$ cat config.mk
export PLATFORM = sky130hd
export DESIGN_NAME = lmi_watch_ctl
export DESIGN_NICKNAME = d
export VERILOG_FILES = /design/src/rtl/lmi_watch_ctl_pkg.sv /design/src/rtl/lmi_watch_cmp.sv /design/src/rtl/lmi_watch_ctl.sv
export VERILOG_INCLUDE_DIRS = /design/src /design/src/rtl
export SDC_FILE = /design/constraint.sdc
export NUM_CORES = 1
export LEC_CHECK = 0
export BUFFER_PORTS_ARGS = -buffer_cell sky130_fd_sc_hd__buf_4
export CORE_ASPECT_RATIO = 1.75
export CORE_MARGIN = 8
export CORE_UTILIZATION = 41
export DETAILED_ROUTE_END_ITERATION = 10
export HOLD_SLACK_MARGIN = 0.1
export SYNTH_ARGS = -nofsm -noshare
export SYNTH_HDL_FRONTEND = slang
export SYNTH_HIERARCHICAL = 1
export SYNTH_SLANG_ARGS = --single-unit
export TNS_END_PERCENT = 50
$ cat constraint.sdc
create_clock -name SYSCLK -period 1.7 [get_ports SYSCLK]
set_clock_uncertainty 0.2 [all_clocks]
set_input_delay 0.425 -clock SYSCLK [delete_from_list [all_inputs] [get_ports SYSCLK]]
set_output_delay 0.425 -clock SYSCLK [all_outputs]
set_load 0.05 [all_outputs]
$ cat src/rtl/watch_symbols.vh
// Shared symbol table for the LMI watchpoint controller.
// Holds the debug register select codes, CTRL/STATUS bit positions and
// the FSM state encodings. Included inside lmi_watch_ctl_pkg so every
// user sees the same values through the package import.
`ifndef WATCH_SYMBOLS_VH
`define WATCH_SYMBOLS_VH

// Debug register select codes (DBG_SEL)
localparam logic [2:0] SEL_CTRL   = 3'd0;
localparam logic [2:0] SEL_IADDR  = 3'd1;
localparam logic [2:0] SEL_IMASK  = 3'd2;
localparam logic [2:0] SEL_DADDR  = 3'd3;
localparam logic [2:0] SEL_DMASK  = 3'd4;
localparam logic [2:0] SEL_STATUS = 3'd5;
localparam logic [2:0] SEL_THRESH = 3'd6;
localparam logic [2:0] SEL_RSVD   = 3'd7;

// CTRL bit positions; RESUME is write-only and never stored
localparam int CTRL_W      = 4;
localparam int CTRL_IW_EN  = 0;
localparam int CTRL_DW_EN  = 1;
localparam int CTRL_DW_RD  = 2;
localparam int CTRL_DW_WR  = 3;
localparam int CTRL_RESUME = 8;

// STATUS bit positions
localparam int STAT_IHIT     = 0;
localparam int STAT_DHIT     = 1;
localparam int STAT_STATE_LO = 2;
localparam int STAT_CNT_LO   = 8;

// FSM state encodings
localparam logic [1:0] ST_ENC_IDLE   = 2'd0;
localparam logic [1:0] ST_ENC_ARMED  = 2'd1;
localparam logic [1:0] ST_ENC_PEND   = 2'd2;
localparam logic [1:0] ST_ENC_HALTED = 2'd3;

`endif

$ cat src/rtl/lmi_watch_ctl_pkg.sv
// Package for the LMI watchpoint controller.
// Pulls in the shared symbol table and defines the FSM state type plus a
// small helper for the hit-count threshold.
package lmi_watch_ctl_pkg;

`include "watch_symbols.vh"

    typedef enum logic [1:0] {
        ST_IDLE   = ST_ENC_IDLE,
        ST_ARMED  = ST_ENC_ARMED,
        ST_PEND   = ST_ENC_PEND,
        ST_HALTED = ST_ENC_HALTED
    } watch_state_e;

    // A programmed threshold of zero behaves like one: the first hit halts.
    function automatic logic [7:0] eff_thresh(input logic [7:0] thresh);
        return (thresh == 8'd0) ? 8'd1 : thresh;
    endfunction

endpackage

$ cat src/rtl/lmi_watch_cmp.sv
// Masked address comparator for the LMI watchpoint controller.
// match is high when every address bit not masked off equals the watch
// address; a mask bit of 1 makes that bit a don't-care.
// Ports:
//   addr  [31:0] in  - address under test
//   watch [31:0] in  - programmed watch address
//   mask  [31:0] in  - don't-care mask
//   match        out - combinational match result
module lmi_watch_cmp (
    input  logic [31:0] addr,
    input  logic [31:0] watch,
    input  logic [31:0] mask,
    output logic        match
);

    // Bitwise masked equality
    always_comb begin
        match = (((addr ^ watch) & ~mask) == 32'd0);
    end

endmodule

$ cat src/rtl/lmi_watch_ctl.sv
// LMI watchpoint controller.
// Watches instruction fetches and E-stage data accesses against
// programmable masked addresses, qualifies candidates one stage later and
// raises a registered halt request to the core. A small debug register
// file (CTRL, IADDR, IMASK, DADDR, DMASK, STATUS, THRESH) configures it.
// Optional feature macro: WATCH_HIT_CNT_EN adds an 8-bit hit counter so
// only the hit that reaches THRESH halts the core.
// Ports:
//   SYSCLK, RESET              - clock, synchronous active-high reset
//   C_IADDR_A, C_IREAD_I_N     - fetch address / active-low fetch strobe
//   IX_VAL, IX_MISS_S_R        - fetch qualifiers (one cycle later)
//   C_DADDR_E, C_DREAD_E, C_DWRITE_E, C_DBYEN_E - E-stage data access
//   DC_VAL, DC_MISS_W_R, CP0_XCPN_M - M-stage data qualifiers / exception
//   DBG_WE, DBG_RE, DBG_SEL, DATADOWNI - debug register access
//   HALT_ACK                   - core has halted
//   DATAUPI                    - registered readback data
//   WATCH_HALT_REQ             - registered halt request
module lmi_watch_ctl
    import lmi_watch_ctl_pkg::*;
(
    input  logic        SYSCLK,
    input  logic        RESET,
    input  logic [31:0] C_IADDR_A,
    input  logic        C_IREAD_I_N,
    input  logic [1:0]  IX_VAL,
    input  logic [1:0]  IX_MISS_S_R,
    input  logic [31:0] C_DADDR_E,
    input  logic        C_DREAD_E,
    input  logic        C_DWRITE_E,
    input  logic [3:0]  C_DBYEN_E,
    input  logic        DC_VAL,
    input  logic        DC_MISS_W_R,
    input  logic        CP0_XCPN_M,
    input  logic        DBG_WE,
    input  logic        DBG_RE,
    input  logic [2:0]  DBG_SEL,
    input  logic [31:0] DATADOWNI,
    input  logic        HALT_ACK,
    output logic [31:0] DATAUPI,
    output logic        WATCH_HALT_REQ
);

    logic [CTRL_W-1:0] ctrl_r;
    logic [31:0]       iaddr_r;
    logic [31:0]       imask_r;
    logic [31:0]       daddr_r;
    logic [31:0]       dmask_r;
    watch_state_e      state_r;
    logic              halt_req_r;
    logic              ihit_r;
    logic              dhit_r;
    logic              i_cand_r;
    logic              d_cand_m_r;
    logic [31:0]       dataupi_r;
`ifdef WATCH_HIT_CNT_EN
    logic [31:0]       thresh_r;
    logic [7:0]        hit_cnt_r;
    logic [7:0]        cnt_next_s;
`endif

    logic        iw_en_s;
    logic        dw_en_s;
    logic        imatch_s;
    logic        dmatch_s;
    logic        wr_ctrl_s;
    logic        resume_s;
    logic        resume_eff_s;
    logic        i_cand_e_s;
    logic        d_cand_e_s;
    logic        i_qual_s;
    logic        d_qual_s;
    logic        armed_hit_s;
    logic        halt_hit_s;
    logic [7:0]  cnt_s;
    logic [31:0] status_s;
    logic [31:0] rd_data_s;

    lmi_watch_cmp u_icmp (
        .addr  (C_IADDR_A),
        .watch (iaddr_r),
        .mask  (imask_r),
        .match (imatch_s)
    );

    lmi_watch_cmp u_dcmp (
        .addr  (C_DADDR_E),
        .watch (daddr_r),
        .mask  (dmask_r),
        .match (dmatch_s)
    );

    // Candidate formation, qualification and halt decision
    always_comb begin
        iw_en_s   = ctrl_r[CTRL_IW_EN];
        dw_en_s   = ctrl_r[CTRL_DW_EN];
        wr_ctrl_s = DBG_WE && (DBG_SEL == SEL_CTRL);
        resume_s  = wr_ctrl_s && DATADOWNI[CTRL_RESUME];
        // A RESUME landing in PEND (with or without HALT_ACK) is dropped
        // so the pending halt is never lost.
        resume_eff_s = resume_s && (state_r != ST_PEND);
        i_cand_e_s = !C_IREAD_I_N && iw_en_s && imatch_s;
        d_cand_e_s = dw_en_s
                   && ((C_DREAD_E && ctrl_r[CTRL_DW_RD]) || (C_DWRITE_E && ctrl_r[CTRL_DW_WR]))
                   && (C_DBYEN_E != 4'd0)
                   && dmatch_s;
        i_qual_s    = i_cand_r && (IX_VAL != 2'd0) && (IX_MISS_S_R == 2'd0);
        d_qual_s    = d_cand_m_r && DC_VAL && !DC_MISS_W_R && !CP0_XCPN_M;
        armed_hit_s = (state_r == ST_ARMED) && (i_qual_s || d_qual_s);
`ifdef WATCH_HIT_CNT_EN
        // Simultaneous instruction and data hits count once
        cnt_next_s = hit_cnt_r + 8'd1;
        halt_hit_s = armed_hit_s && (cnt_next_s == eff_thresh(thresh_r[7:0]));
        cnt_s      = hit_cnt_r;
`else
        halt_hit_s = armed_hit_s;
        cnt_s      = 8'd0;
`endif
    end

    // STATUS assembly and debug readback mux
    always_comb begin
        status_s                       = 32'd0;
        status_s[STAT_IHIT]            = ihit_r;
        status_s[STAT_DHIT]            = dhit_r;
        status_s[STAT_STATE_LO +: 2]   = state_r;
        status_s[STAT_CNT_LO +: 8]     = cnt_s;
        rd_data_s = 32'd0;
        case (DBG_SEL)
            SEL_CTRL:   rd_data_s = {{(32-CTRL_W){1'b0}}, ctrl_r};
            SEL_IADDR:  rd_data_s = iaddr_r;
            SEL_IMASK:  rd_data_s = imask_r;
            SEL_DADDR:  rd_data_s = daddr_r;
            SEL_DMASK:  rd_data_s = dmask_r;
            SEL_STATUS: rd_data_s = status_s;
`ifdef WATCH_HIT_CNT_EN
            SEL_THRESH: rd_data_s = thresh_r;
`else
            SEL_THRESH: rd_data_s = 32'd0;
`endif
            SEL_RSVD:   rd_data_s = 32'd0;
            default:    rd_data_s = 32'd0;
        endcase
    end

    // Debug register file writes; STATUS and reserved select are ignored
    always_ff @(posedge SYSCLK) begin
        if (RESET) begin
            ctrl_r  <= {CTRL_W{1'b0}};
            iaddr_r <= 32'd0;
            imask_r <= 32'd0;
            daddr_r <= 32'd0;
            dmask_r <= 32'd0;
`ifdef WATCH_HIT_CNT_EN
            thresh_r <= 32'd0;
`endif
        end else if (DBG_WE) begin
            case (DBG_SEL)
                SEL_CTRL:   ctrl_r  <= DATADOWNI[CTRL_W-1:0];
                SEL_IADDR:  iaddr_r <= DATADOWNI;
                SEL_IMASK:  imask_r <= DATADOWNI;
                SEL_DADDR:  daddr_r <= DATADOWNI;
                SEL_DMASK:  dmask_r <= DATADOWNI;
`ifdef WATCH_HIT_CNT_EN
                SEL_THRESH: thresh_r <= DATADOWNI;
`endif
                default:    ctrl_r  <= ctrl_r;
            endcase
        end else begin
            ctrl_r <= ctrl_r;
        end
    end

    // Candidate pipeline: fetch -> qualify stage, data E -> M
    always_ff @(posedge SYSCLK) begin
        if (RESET) begin
            i_cand_r   <= 1'b0;
            d_cand_m_r <= 1'b0;
        end else begin
            i_cand_r   <= i_cand_e_s;
            d_cand_m_r <= d_cand_e_s;
        end
    end

    // Watch FSM with registered halt request
    always_ff @(posedge SYSCLK) begin
        if (RESET) begin
            state_r    <= ST_IDLE;
            halt_req_r <= 1'b0;
        end else begin
            case (state_r)
                ST_IDLE: begin
                    halt_req_r <= 1'b0;
                    if (iw_en_s || dw_en_s) begin
                        state_r <= ST_ARMED;
                    end else begin
                        state_r <= ST_IDLE;
                    end
                end
                ST_ARMED: begin
                    if (halt_hit_s) begin
                        state_r    <= ST_PEND;
                        halt_req_r <= 1'b1;
                    end else if (!iw_en_s && !dw_en_s) begin
                        state_r    <= ST_IDLE;
                        halt_req_r <= 1'b0;
                    end else begin
                        state_r    <= ST_ARMED;
                        halt_req_r <= 1'b0;
                    end
                end
                ST_PEND: begin
                    if (HALT_ACK) begin
                        state_r    <= ST_HALTED;
                        halt_req_r <= 1'b0;
                    end else begin
                        state_r    <= ST_PEND;
                        halt_req_r <= 1'b1;
                    end
                end
                ST_HALTED: begin
                    halt_req_r <= 1'b0;
                    // Destination follows the enables carried by the RESUME write
                    if (resume_s) begin
                        if (DATADOWNI[CTRL_IW_EN] || DATADOWNI[CTRL_DW_EN]) begin
                            state_r <= ST_ARMED;
                        end else begin
                            state_r <= ST_IDLE;
                        end
                    end else begin
                        state_r <= ST_HALTED;
                    end
                end
                default: begin
                    state_r    <= ST_IDLE;
                    halt_req_r <= 1'b0;
                end
            endcase
        end
    end

    // Sticky hit flags and optional hit counter
    always_ff @(posedge SYSCLK) begin
        if (RESET) begin
            ihit_r <= 1'b0;
            dhit_r <= 1'b0;
`ifdef WATCH_HIT_CNT_EN
            hit_cnt_r <= 8'd0;
`endif
        end else if (resume_eff_s) begin
            ihit_r <= 1'b0;
            dhit_r <= 1'b0;
`ifdef WATCH_HIT_CNT_EN
            hit_cnt_r <= 8'd0;
`endif
        end else if (armed_hit_s) begin
            ihit_r <= ihit_r | i_qual_s;
            dhit_r <= dhit_r | d_qual_s;
`ifdef WATCH_HIT_CNT_EN
            hit_cnt_r <= cnt_next_s;
`endif
        end else begin
            ihit_r <= ihit_r;
            dhit_r <= dhit_r;
        end
    end

    // Registered readback, held between reads
    always_ff @(posedge SYSCLK) begin
        if (RESET) begin
            dataupi_r <= 32'd0;
        end else if (DBG_RE) begin
            dataupi_r <= rd_data_s;
        end else begin
            dataupi_r <= dataupi_r;
        end
    end

    assign DATAUPI        = dataupi_r;
    assign WATCH_HALT_REQ = halt_req_r;

endmodule

* Word level (Yosys, flattened, before mapping) *
Index checks and enable logic that the tools add are counted.
Widths: inputs -> output; s select.

storage, ports and cells
  input bits = 118
  register bits = 171
  output and inout bits = 33
  logic and storage cells = 83

operators by class
  reductions and logical operators = 41
  bitwise gates (word level) = 8
  equal/unequal tests = 11
  mux-type cells = 11

operator list
  kind                count
  $pmux 32 s7         1
  $and 32x32->32      2
  $logic_not 32->1    2
  $not 32->32         2
  $xor 32x32->32      2
  $logic_and 1x1->1   17
  $eq 3x3->1 const B  4
  $reduce_and 2->1    5
  $pmux 2 s4          1
  $eq 3x2->1 const B  2
  $mux 1              6
  $reduce_or 2->1     3
  $logic_not 1->1     5
  $eq 2x2->1 const B  2
  $logic_not 2->1     2
  $logic_or 1x1->1    4
  $mux 2              2
  $reduce_bool 4->1   1
  $eq 3x1->1 const B  1
  $logic_not 3->1     1
  $pmux 1 s3          1
  $eq 2x1->1 const B  1
  $ne 2x2->1 const B  1
  $or 1x1->1          2
  $reduce_bool 2->1   1

* Longest topological paths before layout *
  word-level depth = 7
  mapped depth = 7
  gate-level depth less buffers = 6

* Hierarchy *
Netlist, hierarchy kept.

modules (own cells, without submodules)
  module         area each (sq um)  cells each  sequential area each (sq um)  times used
  lmi_watch_ctl  6,757.7            824         3,423.3                       1
  lmi_watch_cmp  414.1              53          0.0                           2

* Worst setup path after synthesis *
OpenSTA, ideal clock, no wires.

  kind = input to register
  from = in DBG_SEL[0]
  to = reg state_r[0]
  path buffers = 1
  cell stages on the path = 5
  data arrival time = 1.486 ns
  required time = 1.367 ns
  setup time = 0.133 ns
  setup slack = -0.119 ns
  cells stage by stage = buf_2 nor4b_4 nand3_2 nor4b_2 nor4b_1

between the ends
  longest elaborated chain between the ends = 5

RTL lines
  what                    line                  RTL
  start: declaration      lmi_watch_ctl.sv:36   input logic [2:0] DBG_SEL,
  $logic_not 3->1         lmi_watch_ctl.sv:96   wr_ctrl_s = DBG_WE && (DBG_SEL == SEL_CTRL);
  $logic_and 1x1->1       lmi_watch_ctl.sv:96
  $logic_and 1x1->1       lmi_watch_ctl.sv:97   resume_s = wr_ctrl_s && DATADOWNI[CTRL_RESUME];
  $mux 2                  lmi_watch_ctl.sv:223  if (resume_s) begin
  $pmux 2 s4              lmi_watch_ctl.sv:190  case (state_r)
  end signal: assignment  lmi_watch_ctl.sv:194  state_r <= ST_ARMED;
  end signal: assignment  lmi_watch_ctl.sv:225  state_r <= ST_ARMED;
  end signal: assignment  lmi_watch_ctl.sv:227  state_r <= ST_IDLE;
  end: declaration        lmi_watch_ctl.sv:48   watch_state_e state_r;

No other way between the ends.
A chain may end at the register's enable or synchronous reset.

* Worst setup path in the final report *
  from = reg iaddr_r[15]
  to = reg i_cand_r

between the ends
  longest elaborated chain between the ends = 4

RTL lines
  what                      line                  RTL
  start: declaration        lmi_watch_ctl.sv:44   logic [31:0] iaddr_r;
  start signal: assignment  lmi_watch_ctl.sv:149  iaddr_r <= 32'd0;
  start signal: assignment  lmi_watch_ctl.sv:159  SEL_IADDR: iaddr_r <= DATADOWNI;
  $xor 32x32->32            lmi_watch_cmp.sv:18   match = (((addr ^ watch) & ~mask) == 32'd0);
  $and 32x32->32            lmi_watch_cmp.sv:18
  $logic_not 32->1          lmi_watch_cmp.sv:18
  named net imatch_s        lmi_watch_ctl.sv:63   logic imatch_s;
  $logic_and 1x1->1         lmi_watch_ctl.sv:101  i_cand_e_s = !C_IREAD_I_N && iw_en_s && imatch_s;
  end signal: assignment    lmi_watch_ctl.sv:179  i_cand_r <= i_cand_e_s;
  end: declaration          lmi_watch_ctl.sv:52   logic i_cand_r;

The timed path passes the listed nets, and every way through them passes these cells.

==> results.cfg <==
[pwr]
totalPowerFinal_mw = 9.095
p_per_area_nw_per_um2 = 842.1
ir_drop_mv = 0.5596
p_leak_nw = 4.086

[final_layout]
fin_nets = 1297
area_delta_synth_final_pct = 42.37
finish.utilization_pct = 58.91
diodes = 0
fillers = 1726
seq_area_sq_um = 3433
multi_input_area_sq_um = 4000
layout-drive-gt1-share_pct = 27.85

[setup_path]
critical_path_peak_fanout = 2
crit_required_ns = 1.85
arrival_ns = 1.95
path_cells = xnor2_1 -> o22ai_1 -> nor4_2 -> buf_4 -> and4_1 -> nor4bb_2
crit_type = reg -> reg
cp-end-kind = flip-flop
rr_endpoint = i_cand_r
rr_startpoint = iaddr_r[15]
startpoint_type = flip-flop
rr_worst_depth = 6
ff2ff_setup_slack_ns = -0.10
crit_slowest_cell = nor4_2
slowest_delay_ns = 0.33

[global_route]
overflow = 0
grt_usage_pct = 23.53
first_global_vias = 7928
grt_max_degree = 52
antenna_found_initial = 0
grt_pass1_wl_mm = 42.64

[floorplan]
die_h_microns = 195.9
ios = 151
start_util_pct = 41.38
die-area_sq_um = 23280
core_sq_um = 18330
dieWidth_microns = 118.8
rows = 66

[timing]
finalHoldViolCount = 0
setup_violations = 2
timing.fmax_mhz = 554.7
period_needed_ns = 1.803
layout_setup_ws_ns = -0.1027
grt_setup_unrepaired = yes
period_share_pct = 106.0
worst_pin_slew_ns = 0.5707
max_slew_margin_pct = 61.95
slew_violations = 0

[synth]
ys_seq_area_share_pct = 45.13
yosysTopAreaCell = dfxtp_1
syn-num-nets = 1048
yosysTopAreaCellShare_pct = 45.13
synth_cell_types = 40
async_reset_ff_share_pct = 0
synth_area_leaders = dfxtp_1, nand2_1, a21oi_1
syn_area_sq_um = 7586
synth_seq_cells = 171
yosys_most_used_dff = dfxtp_1
ys_warn_count = 6
synth_cells = 930
synth_edf_count = 0
synth_area_per_cell_sq_um = 8.157

[detailed_routing]
routed_via_density = 5.385
drc = 0
drtIter0Drc = 594
wire_per_inst_microns = 19.38
detail-route-antenna-nets = 0
vias = 7700
wirelength_mm = 27.71
drt-pass1-iter-count = 5

[worst_hold_path]
holdPathEnd = WATCH_HALT_REQ
min_path_cells = 4
min_from = HALT_ACK
hold_path_class = in -> reg

[clocking]
clock-sinks = 171
clkTransAtPathRegs_ns = 0.07
postCtsSetupBuffers = 0
tritoncts = yes
cts_buffer_depth = 2
cts_root_buf = clkbuf_16
htreeDepth = 4
insertion_delay_ns = 0.43
numCtsBuffers = 17

[run_status]
violations = negative setup slack
status = complete, but fails checks

[placed_design]
io_buffers = 150
dp_hpwl_mm = 19.14
gp_congestion = 0.8382

[job]
maxCapViolCount = 0
cells in the mapped netlist (all sizes together), types with 5 or more instances:
cell    count
a22oi      31
nor2       17
nor4       12
o22ai      32
inv         5
clkbuf     37
o221ai     28
a21oi     134
mux2i      34
dfxtp     171
o21ai       5
xnor2      64
nand2     292
buf        29
state kept, by name, indices dropped and copies added, names as in the netlist, 2 cells and up:
signal   cells
ctrl_r       4
state_r      2
DATAUPI     32
imask_r     32
daddr_r     32
dmask_r     32
iaddr_r     32
where the power goes:
| group | internal, mW | switching, mW |
|---|---|---|
| logic | 0.556 | 0.581 |
| clock network | 1.96 | 1.86 |
| registers | 4.08 | 0.0593 |
critical path: cells and delay by family (launching register included):
kind,cells,cell delay [ns]
flops,1,0.32
buf+inv,1,0.17
xor+xnor,1,0.19
compound gates,1,0.14
simple gates,3,0.70
repair_timing:
action	in CTS	in global routing
gates resized for setup	21	6
endpoints found under the hold margin	132	0
hold buffers	34	0
pin swaps	16	1
setup endpoints to repair	2	2
per-layer routing:
| layer | global-route usage [%] | vias up | part of all wire [%] |
|---|---|---|---|
| met5 | 0 | - | 0 |
| met4 | 11.59 | 0 | 3.4 |
| met3 | 4.231 | 48 | 6.1 |
| met2 | 41.67 | 297 | 51 |
| met1 | 26.46 | 3634 | 39 |
| li1 | - | 3721 | - |
per-stage QoR:
stage / hold WS, ns / setup WS, ns / area, sq um / instances / setup TNS (ns)
final: 0.1620 / -0.1027 / 10800 / 1430 / -0.1976
after global routing: 0.1796 / -0.2210 / 10800 / 1430 / -0.3849
after CTS: 0.1466 / -0.08141 / 10770 / 1430 / -0.1625
after detailed placement: 0.2539 / -0.5140 / 9748 / 1364 / -13.49
after global placement: 0.2485 / -0.4759 / 9748 / 1364 / -11.51
after floorplan: 0.2418 / -0.09722 / 7611 / 930 / -0.3002
cells in the final DEF (no fill, tap or decap), types with 8 or more instances in the layout:
cell type	n
dlygate4sd3_1	34
dfxtp_1	163
buf_4	248
xnor2_2	10
a22oi_1	31
nand2_1	292
clkbuf_16	17
dfxtp_2	8
o221ai_1	28
o22ai_1	29
xnor2_1	54
buf_12	14
nor2_1	16
mux2i_1	34
a21oi_1	134
nor4_1	8
worst max-delay path by stage:
stage	slack, ns	from	end
2_1_floorplan	-0.1	DBG_SEL[0]	state_r[0]
3_3_place_gp	-0.48	C_DADDR_E[3]	d_cand_m_r
3_5_place_dp	-0.51	C_DADDR_E[3]	d_cand_m_r
4_1_cts	-0.08	iaddr_r[22]	i_cand_r
5_1_grt	-0.22	daddr_r[18]	d_cand_m_r
6_report	-0.10	iaddr_r[15]	i_cand_r
cells by family after synthesis:
logic type / count (synthesis) / synth area share, %
simple gates: 348 / 19.25
compound gates: 240 / 19.35
flops: 171 / 45.13
buf+inv: 71 / 4.107
xor+xnor: 64 / 7.389
mux: 36 / 4.783
layout make-up:
cell class | count | share of cell area [%]
Clock buffer | 17 | 3.939
Clock inverter | 15 | 1.321
Inverter | 5 | 0.1738
Multi-Input combinational cell | 688 | 37.04
Sequential cell | 171 | 31.79
Tap cell | 238 | 2.757
Timing Repair Buffer | 296 | 22.98
(Power assumes the default switching activity.)
